$ cat src/rtl/pal_timing_sequencer.sv
`default_nettype none
// ============================================================================
// pal_timing_sequencer : PAL raster counters with registered sync/burst/active
//                        strobe decode, subcarrier phase and parity outputs.
// Revision: 1.0
// ============================================================================
module pal_timing_sequencer #(
  parameter int LINE_SAMPLES  = 4540,
  parameter int HSYNC_SAMPLES = 335,
  parameter int EQ_SAMPLES    = 167,
  parameter int BROAD_SAMPLES = 1935,
  parameter int BURST_START   = 397,
  parameter int BURST_SAMPLES = 160,
  parameter int ACTIVE_START  = 745,
  parameter int ACTIVE_END    = 4423,
  parameter int FIELD1_LINES  = 312,
  parameter int FIELD2_LINES  = 313,
  parameter int VBLANK_LINES  = 25
) (
  input  logic        phaseClock,
  input  logic        reset,
  input  logic        enable,
  output logic [3:0]  subcarrierPhase,
  output logic        blank,
  output logic        sync,
  output logic        burst,
  output logic        oddFrame,
  output logic        oddLine,
  output logic        active,
  output logic [12:0] hCount,
  output logic [9:0]  lineInField,
  output logic        fieldStart
);

  localparam logic [12:0] H_LAST        = 13'(LINE_SAMPLES - 1);
  localparam logic [12:0] H_HALF        = 13'(LINE_SAMPLES / 2);
  localparam logic [12:0] H_HSYNC_END   = 13'(HSYNC_SAMPLES);
  localparam logic [12:0] H_EQ_END      = 13'(EQ_SAMPLES);
  localparam logic [12:0] H_BROAD_END   = 13'(BROAD_SAMPLES);
  localparam logic [12:0] H_HALF_EQ_END = 13'(LINE_SAMPLES / 2 + EQ_SAMPLES);
  localparam logic [12:0] H_HALF_BR_END = 13'(LINE_SAMPLES / 2 + BROAD_SAMPLES);
  localparam logic [12:0] H_BURST_START = 13'(BURST_START);
  localparam logic [12:0] H_BURST_END   = 13'(BURST_START + BURST_SAMPLES);
  localparam logic [12:0] H_ACT_START   = 13'(ACTIVE_START);
  localparam logic [12:0] H_ACT_END     = 13'(ACTIVE_END);
  localparam logic [9:0]  L_F1_LAST     = 10'(FIELD1_LINES - 1);
  localparam logic [9:0]  L_F2_LAST     = 10'(FIELD2_LINES - 1);
  localparam logic [9:0]  L_VBLANK      = 10'(VBLANK_LINES);

  // Free-running raster state
  logic [12:0] h_q, h_d;
  logic [9:0]  line_q, line_d;
  logic [1:0]  field_q, field_d;
  logic [3:0]  phase_q, phase_d;

  // Registered outputs, one cycle behind the raster state
  logic [3:0]  phase_out_q, phase_out_d;
  logic        blank_q, blank_d;
  logic        sync_q, sync_d;
  logic        burst_q, burst_d;
  logic        odd_frame_q, odd_frame_d;
  logic        odd_line_q, odd_line_d;
  logic        active_q, active_d;
  logic [12:0] hcount_q, hcount_d;
  logic [9:0]  line_out_q, line_out_d;
  logic        field_start_q, field_start_d;

  logic [9:0]  line_last;
  logic        broad_line, eq_line, video_line;

  always_comb begin
    line_last = field_q[0] ? L_F2_LAST : L_F1_LAST;
    h_d       = h_q + 13'd1;
    line_d    = line_q;
    field_d   = field_q;
    phase_d   = phase_q + 4'd1;
    if (h_q == H_LAST) begin
      h_d = '0;
      if (line_q == line_last) begin
        line_d  = '0;
        field_d = field_q + 2'd1;
      end else begin
        line_d = line_q + 10'd1;
      end
    end
  end

  always_comb begin
    broad_line = (line_q <= 10'd2);
    eq_line    = (line_q >= 10'd3) && (line_q <= 10'd4);
    video_line = (line_q >= L_VBLANK);
    sync_d     = 1'b0;
    if (broad_line) begin
      sync_d = (h_q < H_BROAD_END) || ((h_q >= H_HALF) && (h_q < H_HALF_BR_END));
    end else if (eq_line) begin
      sync_d = (h_q < H_EQ_END) || ((h_q >= H_HALF) && (h_q < H_HALF_EQ_END));
    end else begin
      sync_d = (h_q < H_HSYNC_END);
    end
    // sync wins over burst if the parameters make the windows overlap
    burst_d       = video_line && !sync_d && (h_q >= H_BURST_START) && (h_q < H_BURST_END);
    active_d      = video_line && (h_q >= H_ACT_START) && (h_q < H_ACT_END);
    blank_d       = !active_d;
    odd_frame_d   = ~field_q[1];
    odd_line_d    = ~line_q[1];
    field_start_d = (h_q == 13'd0) && (line_q == 10'd0);
    phase_out_d   = phase_q;
    hcount_d      = h_q;
    line_out_d    = line_q;
  end

  always_ff @(posedge phaseClock) begin
    if (reset) begin
      h_q           <= '0;
      line_q        <= '0;
      field_q       <= '0;
      phase_q       <= '0;
      phase_out_q   <= '0;
      blank_q       <= 1'b1;
      sync_q        <= 1'b0;
      burst_q       <= 1'b0;
      odd_frame_q   <= 1'b1;
      odd_line_q    <= 1'b1;
      active_q      <= 1'b0;
      hcount_q      <= '0;
      line_out_q    <= '0;
      field_start_q <= 1'b0;
    end else if (enable) begin
      h_q           <= h_d;
      line_q        <= line_d;
      field_q       <= field_d;
      phase_q       <= phase_d;
      phase_out_q   <= phase_out_d;
      blank_q       <= blank_d;
      sync_q        <= sync_d;
      burst_q       <= burst_d;
      odd_frame_q   <= odd_frame_d;
      odd_line_q    <= odd_line_d;
      active_q      <= active_d;
      hcount_q      <= hcount_d;
      line_out_q    <= line_out_d;
      field_start_q <= field_start_d;
    end
  end

  assign subcarrierPhase = phase_out_q;
  assign blank           = blank_q;
  assign sync            = sync_q;
  assign burst           = burst_q;
  assign oddFrame        = odd_frame_q;
  assign oddLine         = odd_line_q;
  assign active          = active_q;
  assign hCount          = hcount_q;
  assign lineInField     = line_out_q;
  assign fieldStart      = field_start_q;

endmodule
`default_nettype wire
$ cat config.mk
export PLATFORM = sky130hd
export DESIGN_NAME = pal_timing_sequencer
export DESIGN_NICKNAME = d
export VERILOG_FILES = /design/src/rtl/pal_timing_sequencer.sv
export SDC_FILE = /design/constraint.sdc
export NUM_CORES = 1
export LEC_CHECK = 0
export ABC_CLOCK_PERIOD_IN_PS = 3100
export CAP_MARGIN = 25
export CORE_MARGIN = 2
export CORE_UTILIZATION = 55
export CTS_BUF_LIST = sky130_fd_sc_hd__clkbuf_8 sky130_fd_sc_hd__clkbuf_16
export DETAILED_ROUTE_END_ITERATION = 12
export PLACE_DENSITY_LB_ADDON = 0.15
export SLEW_MARGIN = 25
export SYNTH_ARGS = -nofsm -noshare
export SYNTH_HDL_FRONTEND = slang
export SYNTH_SLANG_ARGS = --single-unit
$ cat constraint.sdc
create_clock -name phaseClock -period 3.1 [get_ports phaseClock]
set_clock_uncertainty 0.2 [all_clocks]
set_input_delay 0.62 -clock phaseClock [delete_from_list [all_inputs] [get_ports phaseClock]]
set_output_delay 0.62 -clock phaseClock [all_outputs]
set_load 0.02 [all_outputs]
==> results.toml <==
[global_route]
grt_pass1_wl_mm = 11.7
grt-ovfl-total = 0
antenna_found_initial = 0
grt_start_max_net_pins = 32
track_usage = 0.242
grt_pass1_vias = 2358

[final_layout]
area_growth_pct = 20.1
n_fill_cell = 459
layoutNonFillerInstCount = 459
n_antenna_cell = 0
fin_nets = 395
stdcell_area_um2 = 3630
regArea_um2 = 1260
multiInputGateArea_um2 = 1610
drive_above_1_share = 0.0827

[clocking]
post_cts_buffers = 0
htree_levels = 3
cts_hold_buf = 0
cts_tree = "yes"
cts_buffers = 9
cts-resized-gates = 0
path_clk_slew_ns = 0.07
clockRootBuffer = "clkbuf_8"
insertion_delay_ns = 0.34
clockBufferDepth = 2
cts.sinks = 63

[timing]
worst_slew_pin_slew_ns = 0.517
period_minus_slack_ns = 2.40
slew_headroom = 0.655
rsz0062_at_grt = "false"
fin_crit_sh = 0.775
tns_ns = 0
fin_ws_ns = 0.696
max_freq_mhz = 416
setup_viol = 0
hold_viol_final = 0
timing.final.max_slew_violations = 0

[synth]
synthDominantCellAreaShare = 0.417
synth_flop_cell = "dfxtp_1"
yosysSeqAreaShare = 0.417
synthTopCellsByArea = "dfxtp_1 42%, mux2i_1 9.3%, nor2_1 8.3%"
synthArstFlopShare = 0
syn_inst = 349
synth_seq_cells = 63
synth_area_leader_cell = "dfxtp_1"
synth_area_um2 = 3030
syn_avg_cell_area_um2 = 8.67
synth_edf_count = 0
synth.distinct_cells = 49
yosys_warnings = 0
syn-num-nets = 362

[setup_path]
cp-end-kind = "flip-flop"
arrival_ns = 2.42
rr_endpoint = "line_out_d[5]"
r2r-start = "h_q[0]"
cp_data_required_time_ns = 3.12
critPathKind = "flip-flop to flip-flop"
rr_worst_depth = 6
start_kind = "flip-flop"
cp_max_fo = 14
r2r_slack_ns = 0.70

[drt]
drt_pass1_iterations = 4
post_drt_wl_per_cell_um = 15.2
drt_iter0_markers = 203
antenna_left = 0
vias = 2556
drc = 0
drt_wl_total_mm = 6.98
via_per_inst = 5.57

[hold_path]
worstHoldStart = "active"
whs_endpoint = "active"
hold_path_class = "flip-flop to flip-flop"
worstHoldPathCells = 1

[die]
initial_core_util = 0.560
die_w_um = 78.2
die_area_um2 = 6110
die_h_um = 78.2
num_rows = 27
pin_count = 37
fp.coreArea_um2 = 5410

[placement]
place_inst = 443
pre_cts_ws_ns = 0.733
port_buffers = 36
gp_congestion = 0.935
placed_area_um2 = 3440
dpl.hpwl_mm = 4.78

[power]
power.leakage_nw = 1.38
total_power_mw = 1.60
power_density_nw_per_um2 = 440
ir_drop_mv = 0.419

[run]
cap_viol_max_count = 0

[status]
status = "complete, no violations"
==> area by class of cell <==
cell class / count / area share
tap: 72 / 0.0248
inverter: 11 / 0.0114
clock inverter: 6 / 0.0148
timing repair buffer: 47 / 0.120
clock buffer: 10 / 0.0379
multi-input combinational: 250 / 0.444
sequential: 63 / 0.347
==> layer usage <==
metal / wire, um / up-vias / share of wire / global-route usage
li1: - / 1266 / - / -
met5: 0 / - / 0 / 0
met3: 485 / 15 / 0.070 / 0.0667
met4: 125 / 0 / 0.018 / 0.0930
met2: 2920 / 93 / 0.42 / 0.348
met1: 3450 / 1182 / 0.49 / 0.345
==> state kept, by name, indices dropped and copies added, names as in the netlist <==
register / flops
active: 1
blank: 1
burst: 1
fieldStart: 1
field_q: 2
hCount: 13
h_q: 13
lineInField: 10
line_out_d: 10
oddFrame: 1
oddLine: 1
phase_out_d: 4
subcarrierPhase: 4
sync: 1
==> worst max-delay path, stage by stage (launching register included) <==
cell	delay, ns
dfxtp_1	0.60
ha_1	0.26
nand4_1	0.27
nor4_2	0.49
nand4_1	0.19
xor2_1	0.21
nor2_1	0.05
==> report_power, final <==
group	internal (mW)	switching [mW]
Combinational	0.0341	0.0500
Sequential	0.819	0.0104
Clock	0.383	0.303
==> how the worst max path moves through the flow <==
stage                     cells after the start            end    from
final                                         6  line_out_d[5]  h_q[0]
after global routing                          6  line_out_d[5]  h_q[0]
after CTS                                     6  line_out_d[5]  h_q[0]
after detailed placement                      7           sync   reset
after global placement                        6  line_out_d[5]  h_q[0]
after floorplan                               7  line_out_d[0]  enable
==> Yosys cell counts (all sizes together), types with 2 or more instances <==
library cell	count
a211oi	2
or3	2
nor3	6
nand4	13
ha	10
clkinv	2
or4b	2
and4	3
mux2i	28
o21ai	7
nor2	67
inv	9
and3	3
a31oi	4
nand3	12
xor2	17
o41ai	3
dfxtp	63
xnor2	8
buf	5
a21oi	14
clkbuf	20
nor4	8
nand2	20
nand2b	5
==> through the flow <==
stage / util / hold slack [ns]
CTS: 0.672 / 0.266
global placement: 0.637 / 0.252
finish: 0.672 / 0.269
floorplan: - / 0.279
detailed placement: 0.637 / 0.251
global route: 0.672 / 0.292
==> cells by family (layout without fill, tap and decap cells) <==
family / after synthesis / in the layout / share of synthesized area
AND/OR/NAND/NOR: 148 / 148 / 0.246
flip-flops: 63 / 63 / 0.417
AO/OA/AOI/OAI: 39 / 39 / 0.0810
buffers and inverters: 36 / 74 / 0.0504
multiplexers: 28 / 28 / 0.0926
XOR/XNOR: 25 / 25 / 0.0723
adder cells (fa/ha/maj): 10 / 10 / 0.0413
==> cells in the final DEF, fill, tap and decap left out, types with 2 or more instances in the layout <==
master / synthesis / layout
o41ai_1: 3 / 3
and3_1: 3 / 3
nor4_1: 6 / 6
clkdlybuf4s50_1: 0 / 35
xor2_1: 17 / 17
inv_1: 9 / 12
buf_4: 2 / 11
o21ai_0: 7 / 7
nand4_1: 13 / 13
clkinv_1: 2 / 2
ha_1: 10 / 10
dfxtp_1: 63 / 63
xnor2_1: 8 / 8
a21oi_1: 14 / 14
and4_1: 3 / 3
a211oi_1: 2 / 2
a31oi_1: 4 / 4
nor3_1: 6 / 6
nand3_1: 11 / 11
or3_1: 2 / 2
clkbuf_8: 0 / 10
nor2_1: 67 / 67
nand2_1: 20 / 20
nand2b_1: 5 / 5
mux2i_1: 28 / 28
(Power assumes the default switching activity.)
